File: src/rtl/fetch_buffer.sv
// fetch_buffer: prefetch queue between instruction memory and the fetch stage.
// Issues sequential word fetches (one outstanding at a time), stores returned
// {pc, instr} pairs in a DEPTH-entry circular FIFO and presents the head with
// registered outputs. A flush drops queued and in-flight words and restarts
// fetching at flush_addr.
// Optional feature macro: FETCH_BUFFER_MISALIGN_EN (misaligned redirect raises
// a fetch exception entry instead of fetching).
module fetch_buffer #(
    parameter int unsigned DEPTH      = 4,
    parameter logic [31:0] RESET_ADDR = 32'h0000_0000
) (
    input  logic        clk,
    input  logic        rst,
    input  logic        flush,
    input  logic [31:0] flush_addr,
    input  logic        out_ready,
    output logic        out_valid,
    output logic [31:0] out_pc,
    output logic [31:0] out_instr,
    output logic        out_exception,
    output logic [31:0] out_etval,
    output logic        mem_valid,
    output logic        mem_instr,
    output logic [31:0] mem_addr,
    output logic [31:0] mem_wdata,
    output logic [3:0]  mem_wstrb,
    input  logic        mem_ready,
    input  logic [31:0] mem_rdata
);
    localparam int unsigned PW = $clog2(DEPTH);
    localparam int unsigned CW = PW + 1;
    localparam logic [31:0]   NOP     = 32'h0000_0013;
    localparam logic [CW-1:0] DEPTH_C = CW'(DEPTH);

    typedef enum logic [1:0] {
        S_IDLE    = 2'd0,
        S_REQ     = 2'd1,
        S_DISCARD = 2'd2
    } state_t;

    state_t        state_q, state_d;
    logic [31:0]   fpc_q, fpc_d;
    logic [31:0]   mem_addr_q, mem_addr_d;
    logic          mem_valid_q, mem_valid_d;
    logic          halt_q, halt_d;
    logic [PW-1:0] rd_ptr_q, rd_ptr_d, wr_ptr_q, wr_ptr_d;
    logic [CW-1:0] count_q, count_d;
    logic          out_valid_q, out_valid_d;
    logic [31:0]   out_pc_q, out_pc_d;
    logic [31:0]   out_instr_q, out_instr_d;
    logic          out_exc_q, out_exc_d;
    logic [31:0]   out_etval_q, out_etval_d;

    logic [31:0]   pc_mem_q    [DEPTH];
    logic [31:0]   instr_mem_q [DEPTH];
    logic          exc_mem_q   [DEPTH];

    logic          pop, push, push_exc, head_exc;
    logic [31:0]   push_pc, push_instr, head_pc, head_instr;
    logic [PW-1:0] wr_idx;
    logic [CW-1:0] count_ap;
    logic          flush_mis;
    logic [31:0]   flush_tgt;

`ifdef FETCH_BUFFER_MISALIGN_EN
    assign flush_mis = (flush_addr[1:0] != 2'b00);
    assign flush_tgt = flush_addr;
`else
    assign flush_mis = 1'b0;
    assign flush_tgt = flush_addr & 32'hFFFF_FFFC;
`endif

    // Next-state logic: fetch FSM, FIFO pointers and the next head registers.
    always_comb begin
        state_d    = state_q;
        fpc_d      = fpc_q;
        halt_d     = halt_q;
        push       = 1'b0;
        push_pc    = fpc_q;
        push_instr = mem_rdata;
        push_exc   = 1'b0;
        // A flush wins over a pop in the same cycle.
        pop        = out_valid_q & out_ready & ~flush;
        count_ap   = count_q - CW'(pop);

        if (flush) begin
            fpc_d  = flush_tgt;
            halt_d = flush_mis;
            if (flush_mis) begin
                push       = 1'b1;
                push_pc    = flush_addr;
                push_instr = NOP;
                push_exc   = 1'b1;
            end else begin
                push       = 1'b0;
            end
            // An outstanding request must still complete; its data is dropped.
            case (state_q)
                S_REQ, S_DISCARD: state_d = mem_ready ? S_IDLE : S_DISCARD;
                default:          state_d = S_IDLE;
            endcase
        end else begin
            case (state_q)
                S_IDLE: begin
                    if ((count_ap < DEPTH_C) && !halt_q) state_d = S_REQ;
                    else                                 state_d = S_IDLE;
                end
                S_REQ: begin
                    if (mem_ready) begin
                        push  = 1'b1;
                        fpc_d = fpc_q + 32'd4;
                        state_d = ((count_ap + CW'(1)) < DEPTH_C) ? S_REQ : S_IDLE;
                    end else begin
                        state_d = S_REQ;
                    end
                end
                S_DISCARD: begin
                    if (mem_ready) state_d = ((count_ap < DEPTH_C) && !halt_q) ? S_REQ : S_IDLE;
                    else           state_d = S_DISCARD;
                end
                default: state_d = S_IDLE;
            endcase
        end

        // A flush empties the FIFO; a misaligned-redirect entry then lands in slot 0.
        wr_idx   = flush ? '0 : wr_ptr_q;
        rd_ptr_d = (flush ? '0 : rd_ptr_q) + PW'(pop);
        wr_ptr_d = wr_idx + PW'(push);
        count_d  = (flush ? '0 : count_ap) + CW'(push);

        // A new request presents fpc; a pending one keeps its address.
        mem_valid_d = (state_d != S_IDLE);
        if ((state_d == S_REQ) && ((state_q != S_REQ) || mem_ready)) mem_addr_d = fpc_d;
        else                                                          mem_addr_d = mem_addr_q;

        // Head seen next cycle: bypass the word being written if it becomes the head.
        if (push && (rd_ptr_d == wr_idx)) begin
            head_pc    = push_pc;
            head_instr = push_instr;
            head_exc   = push_exc;
        end else begin
            head_pc    = pc_mem_q[rd_ptr_d];
            head_instr = instr_mem_q[rd_ptr_d];
            head_exc   = exc_mem_q[rd_ptr_d];
        end
        out_valid_d = (count_d != '0);
        out_pc_d    = out_valid_d ? head_pc : 32'h0000_0000;
        out_instr_d = out_valid_d ? head_instr : NOP;
        out_exc_d   = out_valid_d & head_exc;
        out_etval_d = out_exc_d ? head_pc : 32'h0000_0000;
    end

    // State and output registers with synchronous reset.
    always_ff @(posedge clk) begin
        if (rst) begin
            state_q     <= S_IDLE;
            fpc_q       <= RESET_ADDR;
            mem_addr_q  <= 32'h0000_0000;
            mem_valid_q <= 1'b0;
            halt_q      <= 1'b0;
            rd_ptr_q    <= '0;
            wr_ptr_q    <= '0;
            count_q     <= '0;
            out_valid_q <= 1'b0;
            out_pc_q    <= 32'h0000_0000;
            out_instr_q <= NOP;
            out_exc_q   <= 1'b0;
            out_etval_q <= 32'h0000_0000;
        end else begin
            state_q     <= state_d;
            fpc_q       <= fpc_d;
            mem_addr_q  <= mem_addr_d;
            mem_valid_q <= mem_valid_d;
            halt_q      <= halt_d;
            rd_ptr_q    <= rd_ptr_d;
            wr_ptr_q    <= wr_ptr_d;
            count_q     <= count_d;
            out_valid_q <= out_valid_d;
            out_pc_q    <= out_pc_d;
            out_instr_q <= out_instr_d;
            out_exc_q   <= out_exc_d;
            out_etval_q <= out_etval_d;
        end
    end

    // FIFO storage write port; contents need no reset since count gates them.
    always_ff @(posedge clk) begin
        if (push) begin
            pc_mem_q[wr_idx]    <= push_pc;
            instr_mem_q[wr_idx] <= push_instr;
            exc_mem_q[wr_idx]   <= push_exc;
        end
    end

    assign out_valid     = out_valid_q;
    assign out_pc        = out_pc_q;
    assign out_instr     = out_instr_q;
    assign out_exception = out_exc_q;
    assign out_etval     = out_etval_q;
    assign mem_valid     = mem_valid_q;
    assign mem_addr      = mem_addr_q;
    assign mem_instr     = 1'b1;
    assign mem_wdata     = 32'h0000_0000;
    assign mem_wstrb     = 4'b0000;
endmodule

File: config.mk
export PLATFORM = sky130hd
export DESIGN_NAME = fetch_buffer
export DESIGN_NICKNAME = d
export VERILOG_FILES = /design/src/rtl/fetch_buffer.sv
export SDC_FILE = /design/constraint.sdc
export NUM_CORES = 1
export LEC_CHECK = 0
export BUFFER_PORTS_ARGS = -buffer_cell sky130_fd_sc_hd__buf_2
export CAP_MARGIN = 25
export CORE_ASPECT_RATIO = 0.5
export CORE_UTILIZATION = 45
export DETAILED_ROUTE_END_ITERATION = 8
export GPL_TIMING_DRIVEN = 0
export MAX_ROUTING_LAYER = met4
export PLACE_DENSITY = 0.66
export SLEW_MARGIN = 10
export SYNTH_ARGS = -nofsm -noshare
export SYNTH_HDL_FRONTEND = slang
export SYNTH_SLANG_ARGS = --single-unit
File: constraint.sdc
create_clock -name clk -period 11.33 [get_ports clk]
set_clock_uncertainty 0.2 [all_clocks]
set_input_delay 1.6995 -clock clk [delete_from_list [all_inputs] [get_ports clk]]
set_output_delay 1.6995 -clock clk [all_outputs]
set_load 0.02 [all_outputs]
==> metrics.yaml, run 1 <==
p_per_area_nw_per_um2: 164
timing.fmax_mhz: 174
synth_area_leaders: "edfxtp_1 51%, dfxtp_1 18%, mux4_2 9.5%"
grt_pass1_vias: 9367
path_delay_family: "buffers and inverters"
drv_slew: 0
yosysTopAreaCell: "edfxtp_1"
finalNonFillerCells: 1727
multi_input_area_um2: 4200
cts.sinks: 395
routed_wl_um: 34600
cts_buffer_depth: 3
pin_count: 237
dp_hpwl_um: 24100
num_rows: 47
drv_cap: 0
hold_buffers: 0
htreeDepth: 2
rsz0062_at_grt: "no"
critPathKind: "in2reg"
grt_pass1_wl_um: 53600
regArea_um2: 10500
r2r_end: "out_pc[13]"
yosysUniqueCellTypes: 50
num-fill-cells: 2661
reg2reg_slack_ns: 7.38
numCtsBuffers: 36
final_util_pct: 55.2
synth-adder-area-share_pct: 0.908
ys_ff_latch: 395
avgSynthCellArea_um2: 15.7
layout-drive-gt1-share_pct: 30.9
synth_warnings: 0
status: "complete, no violations"
syn_inst: 964
hold_path_end: "mem_addr[6]"
synth-simple-area-share_pct: 5.50
routabilityCongestion: 0.875
initial_core_util_pct: 45.8
drt_first_pass_iters: 5
critPathRequiredTime_ns: 11.58
slowest_stage: "nor2_1"
coreArea_um2: 33100
synth.most_common_cell: "edfxtp_1"
cts_tree: "done"
synthTopCellsByCount: "256 x edfxtp_1, 139 x dfxtp_1, 71 x buf_4"
dp_cells: 1661
cp_cell_sequence: "buf_2 -> clkbuf_1 -> clkbuf_1 -> clkbuf_1 -> nor2b_1 -> ha_1 -> xnor2_1 -> nand3_1 -> nor2_1 -> clkbuf_1 -> a22o_1"
postCtsResizedCells: 0
cts_root_buffer: "clkbuf_16"
final-setup-viol-count: 0
crit_fanout: 10
drtIter0Drc: 706
synthArstFlopShare_pct: 0
period_share_pct: 50.8
hp-class: "reg2reg"
critPathBufInv: 5
cpMostUsedCell: "clkbuf_1"
worstHoldPathCells: 2
reg2reg_depth: 15
final-hold-violation-count: 0
synth_top_family_by_area: "multiplexers"
dieWidth_um: 262
grt_usage_pct: 21.0
synth_compound_area_share_pct: 7.57
antenna_left: 0
path_clk_slew_ns: 0.06
drc: 0
crit_path_start_kind: "input pin"
grt_start_max_net_pins: 43
clk_latency_ns: 0.53
grt-ovfl-total: 0
synth-xor-area-share_pct: 2.00
synthMuxAreaShare_pct: 9.84
synth_area_um2: 15200
final_area_um2: 18300
whs_ns: 0.269
tightest_slew_ns: 0.982
crit_arrival_ns: 6.00
cts_setup_buffers: 0
ys.flop_type: "edfxtp_1"
min_period_ns: 5.75
p_leak_nw: 6.88
placed_area_um2: 17100
grt_antenna_before_repair: 0
peakVddDrop_uv: 87.0
end_kind: "flip-flop"
final_nets: 1339
syn2layout_area_growth_pct: 20.4
port_buffers: 163
die_y_um: 132
synth_top_area_share_pct: 50.7
slew_headroom_pct: 34.3
r2r-start: "state_q[1]"
wire_per_inst_um: 20.0
synth_edf_count: 256
min_from: "mem_addr[6]"
die_area_um2: 34500
seq_area_frac_synth_pct: 69.0
num_vias: 9158
critPathMaxStageDelay_ns: 0.84
viasPerCell: 5.30
==> kinds of logic (layout without fill, tap and decap cells) <==
group / after synthesis / count (layout)
multiplexers: 69 / 69
other: 2 / 71
buffers and inverters: 134 / 387
AND/OR/NAND/NOR: 163 / 163
XOR/XNOR: 33 / 33
AO/OA/AOI/OAI: 157 / 157
flip-flops: 395 / 395
adder cells (fa/ha/maj): 11 / 11
==> worst max-delay path by stage <==
stage                from                 to  slack (ns)  cells past startpoint
CTS                 flush         out_pc[13]        5.56                     11
finish              flush         out_pc[13]        5.58                     11
floorplan           flush  instr_mem_q[0][0]        2.02                      4
detailed placement  flush         out_pc[13]        5.04                     11
global route        flush         out_pc[13]        5.44                     11
global placement    flush  instr_mem_q[0][3]       -4.10                      5
==> cells in the final DEF (no fill, tap or decap), types with 3 or more instances in the layout <==
cell type and count:
a211oi_1 17, a21oi_1 30, a22o_1 61, and2_1 6
and3_1 5, and4_1 4, buf_1 8, buf_2 170
buf_4 85, buf_6 4, bufinv_16 4, clkbuf_1 51
clkbuf_16 38, clkinv_2 4, clkinvlp_4 3, conb_1 70
dfxtp_1 139, edfxtp_1 256, ha_1 11, inv_1 8
inv_2 3, mux2i_1 5, mux4_2 64, nand2_1 34
nand3_1 16, nand4_1 10, nor2_1 54, nor2b_1 8
nor3_1 10, o21a_1 6, o21ai_0 6, o21ai_1 19
o2bb2ai_1 5, xnor2_1 21, xor2_1 11
==> flip-flops by register name, indices dropped and copies added (netlist names) <==
| name | flops |
|---|---|
| count_q | 3 |
| fpc_q | 32 |
| instr_mem_q | 128 |
| mem_addr | 32 |
| mem_valid | 1 |
| out_instr | 32 |
| out_pc | 32 |
| out_valid | 1 |
| pc_mem_q | 128 |
| rd_ptr_q | 2 |
| state_q | 2 |
| wr_ptr_q | 2 |
==> metrics by stage <==
step	total power, W	worst slack, ns	setup TNS, ns
floorplan	0.00173	2.02	0
global placement	0.00179	-4.10	-310.53
detailed placement	0.00180	5.04	0
CTS	0.00302	5.56	0
global route	0.00310	5.44	0
finish	0.00300	5.58	0
==> worst reg2reg max path, cell delays in order (launching register included) <==
cell,delay (ns)
dfxtp_1,0.32
inv_1,0.08
ha_1,0.13
buf_2,0.18
nand2_1,0.19
nor2_1,0.36
ha_1,0.23
ha_1,0.21
nor3_1,0.07
o21ai_1,0.08
nand3_1,0.13
inv_2,0.14
and2_1,0.15
clkbuf_1,0.48
clkbuf_1,0.66
a22o_1,0.27
==> per-layer routing <==
metal	GRT usage [%]	up-vias	part of all wire [%]
met2	34.8	287	51
met3	3.52	55	5.4
li1	-	4144	-
met4	5.78	0	2.1
met1	26.8	4672	42
met5	-	-	0
==> final cells by class <==
cell class / count / share of cell area, %
sequential: 395 / 57.3
multi-input combinational: 503 / 23.0
timing repair buffer: 189 / 5.92
clock buffer: 50 / 5.51
buffer: 123 / 4.01
tap: 441 / 3.02
clock inverter: 14 / 0.980
inverter: 11 / 0.226
antenna: 1 / 0.0137
==> power by group <==
part           switching (W)  total, W  internal, W
clock network       0.000514   0.00123     0.000717
registers          0.0000280   0.00159      0.00156
logic               0.000113  0.000182    0.0000686
No activity file was read; power rests on OpenSTA's default activity.
==> run 2: changes to the inputs <==
Settings changed: ABC_AREA from default to 1, PLACE_DENSITY 0.66 to 0.65.
Clock period 11.33 ns to 5.95 ns, I/O delays scaled along.
==> run 2 against run 1 <==
Compared with the run above:
- the run now ends with DRC left
- via count up 38%
- sequential share of layout area down 5.0 points
- sequential cell count unchanged
- die area up 9.7%
- register-to-register slack worse by 5.0 ns
- global-route usage up 2.4 points
- clock power up 110%
- sequential power up 91%
- utilization up 0.10 points
- critical endpoint is now out_pc[14]
- clock-buffer cell count down 1
- first-iteration DRC count up 55%
- final cell count up 51%
==> metrics.yaml, run 2 <==
critPathKind: "in2reg"
final_nets: 2168
synth.most_common_cell: "nand2_1"
grt_pass1_vias: 11595
synth_area_leaders: "edfxtp_1 46%, dfxtp_1 17%, nand2_1 16%"
seq_area_frac_synth_pct: 62.9
routabilityCongestion: 0.887
clock_power_share_pct: 42.4
cp_cell_sequence: "buf_2 -> buf_2 -> buf_1 -> nor2_1 -> ha_1 -> nor2_1 -> ha_1 -> ha_1 -> xnor2_1 -> nand3_1 -> nand2_1 -> clkbuf_1 -> a21oi_1"
cts_tree: "done"
reg2reg_slack_ns: 2.39
pin_count: 237
final_common_cell: "nand2_1"
final_area_um2: 20000
grt_start_max_net_pins: 17
critPathMaxStageDelay_ns: 0.51
drv_slew: 0
dp_hpwl_um: 30000
coreArea_um2: 36200
end_kind: "flip-flop"
die_y_um: 138
yosysUniqueCellTypes: 35
slowest_stage: "clkbuf_1"
slew_headroom_pct: 41.3
grt_usage_pct: 23.5
synth_area_um2: 16600
path_clk_slew_ns: 0.07
timing.fmax_mhz: 255
final-setup-viol-count: 0
status: "finished, violations left"
syn2layout_area_growth_pct: 20.1
power_w: 0.00599
num-fill-cells: 3210
p_int_w: 0.00459
grt_antenna_before_repair: 0
p_per_area_nw_per_um2: 300
layout-drive-gt1-share_pct: 17.5
placed_area_um2: 18700
antenna_cells: 0
p_leak_nw: 8.85
drt_first_pass_iters: 8
routed_wl_um: 43400
cpMostUsedCell: "ha_1"
num_rows: 49
power_switching_w: 0.00140
crit_path_start_kind: "input pin"
grt_pass1_wl_um: 65900
crit_arrival_ns: 4.08
peakVddDrop_uv: 180
grt-ovfl-total: 0
period_share_pct: 65.8
dieWidth_um: 274
layout_common_cells: "702 x nand2_1, 256 x edfxtp_1, 185 x buf_2, 139 x dfxtp_1, 134 x a21oi_1"
synthTopCellsByCount: "702 x nand2_1, 256 x edfxtp_1, 139 x dfxtp_1"
synth_warnings: 0
antenna_left: 0
postCtsResizedCells: 0
cts_setup_buffers: 0
multi_input_area_um2: 5060
regArea_um2: 10500
numCtsBuffers: 37
seq_power_share_pct: 50.5
hp-class: "reg2reg"
ys_ff_latch: 395
die_area_um2: 37800
critPathRequiredTime_ns: 6.11
switching_share_pct: 23.4
rsz0062_at_grt: "no"
drv_cap: 0
viasPerCell: 4.86
num_vias: 12645
pwr-share-comb_pct: 7.1
initial_core_util_pct: 46.0
wire_per_inst_um: 16.7
cts_buffer_depth: 3
syn_inst: 1793
htreeDepth: 2
synthArstFlopShare_pct: 0
port_buffers: 164
tightest_slew_ns: 0.877
yosysTopAreaCell: "edfxtp_1"
synth_top_area_share_pct: 46.2
drc: 30
failed_checks: "DRC"
cts_root_buffer: "clkbuf_16"
hold_buffers: 0
final-hold-violation-count: 0
avgSynthCellArea_um2: 9.28
synth_edf_count: 256
cts.sinks: 395
crit_fanout: 10
ys.flop_type: "edfxtp_1"
drtIter0Drc: 1095
clk_latency_ns: 0.54
min_period_ns: 3.92
reg_top3: "instr_mem_q: 128 flops, pc_mem_q: 128 flops"
-- run 2: cell types whose count changed after synthesis, moves of 8 or more --
cell      before  now
xor2_1        11    1
xnor2_1       21    3
buf_6          0   10
a21oi_1       30  134
nor2_1        55  108
nor2b_1        8    0
o21ai_0        6   36
mux4_2        64    0
nand2_1       34  702
buf_2          3   21
inv_1          8  120
a22o_1        61    0
a211oi_1      17    0
nand3_1       16   65
-- run 2: worst paths after layout --
| check | start | end | depth (start not counted) |
|---|---|---|---|
| setup / recovery | flush | out_pc[14] | 13 |
| hold reg to reg | mem_addr[11] | mem_addr[11] | 2 |
| hold / removal | mem_addr[11] | mem_addr[11] | 2 |
| setup reg to reg | state_q[1] | out_pc[14] | 13 |
-- run 2: kinds of logic (layout without fill, tap and decap cells) --
kind of cell / Yosys count / count (layout) / synth area share, %
buffers and inverters: 276 / 532 / 8.45
and+or+nand+nor: 901 / 901 / 21.2
AOI/OAI and AO/OA: 203 / 203 / 6.28
xor gates and xnor gates: 4 / 4 / 0.210
DFF: 395 / 395 / 62.9
other: 2 / 70 / 0.0451
muxes: 1 / 1 / 0.0601
adders and majority gates: 11 / 11 / 0.827
-- run 2: stage by stage --
stage / hold slack (ns) / worst slack (ns) / util, % / instances / setup TNS [ns]
after global placement: 0.251 / -4.31 / 50.7 / 2509 / -680.76
after floorplan: 0.259 / -0.374 / - / 1861 / -47.88
after detailed placement: 0.256 / 1.52 / 51.6 / 2533 / 0
after global routing: 0.295 / 1.76 / 55.3 / 2601 / 0
final: 0.274 / 2.03 / 55.3 / 2601 / 0
after CTS: 0.272 / 2.06 / 55.3 / 2601 / 0
-- run 2: final cells by class --
type                            instances  share of cell area, %
Buffer                                151                   4.66
Clock buffer                           49                   5.81
Clock inverter                         19                  0.832
Inverter                              125                   2.37
Multi-Input combinational cell       1190                   25.3
Sequential cell                       395                   52.4
Tap cell                              484                   3.03
Timing Repair Buffer                  188                   5.62
-- run 2: layer usage --
layer	vias to the layer above	routed length, µm	GRT usage [%]
li1	6264	-	-
met2	503	19900	36.2
met4	0	813	5.96
met1	5819	19400	32.7
met5	-	0	-
met3	59	3330	3.23
-- run 2: critical path: cells and delay by family --
| family | cells | cell delay [ns] |
|---|---|---|
| buffers and inverters | 4 | 1.34 |
| adder cells (fa/ha/maj) | 3 | 0.72 |
| AND/OR/NAND/NOR | 4 | 0.68 |
| XOR/XNOR | 1 | 0.22 |
| AO/OA/AOI/OAI | 1 | 0.20 |
-- run 2: power groups by stage --
stage / clock network (W) / logic (W) / registers [W]
after floorplan: 0 / 0.000241 / 0.00311
after global placement: 0 / 0.000415 / 0.00308
after detailed placement: 0 / 0.000421 / 0.00308
after CTS: 0.00257 / 0.000424 / 0.00302
after global routing: 0.00268 / 0.000467 / 0.00303
final: 0.00254 / 0.000424 / 0.00303
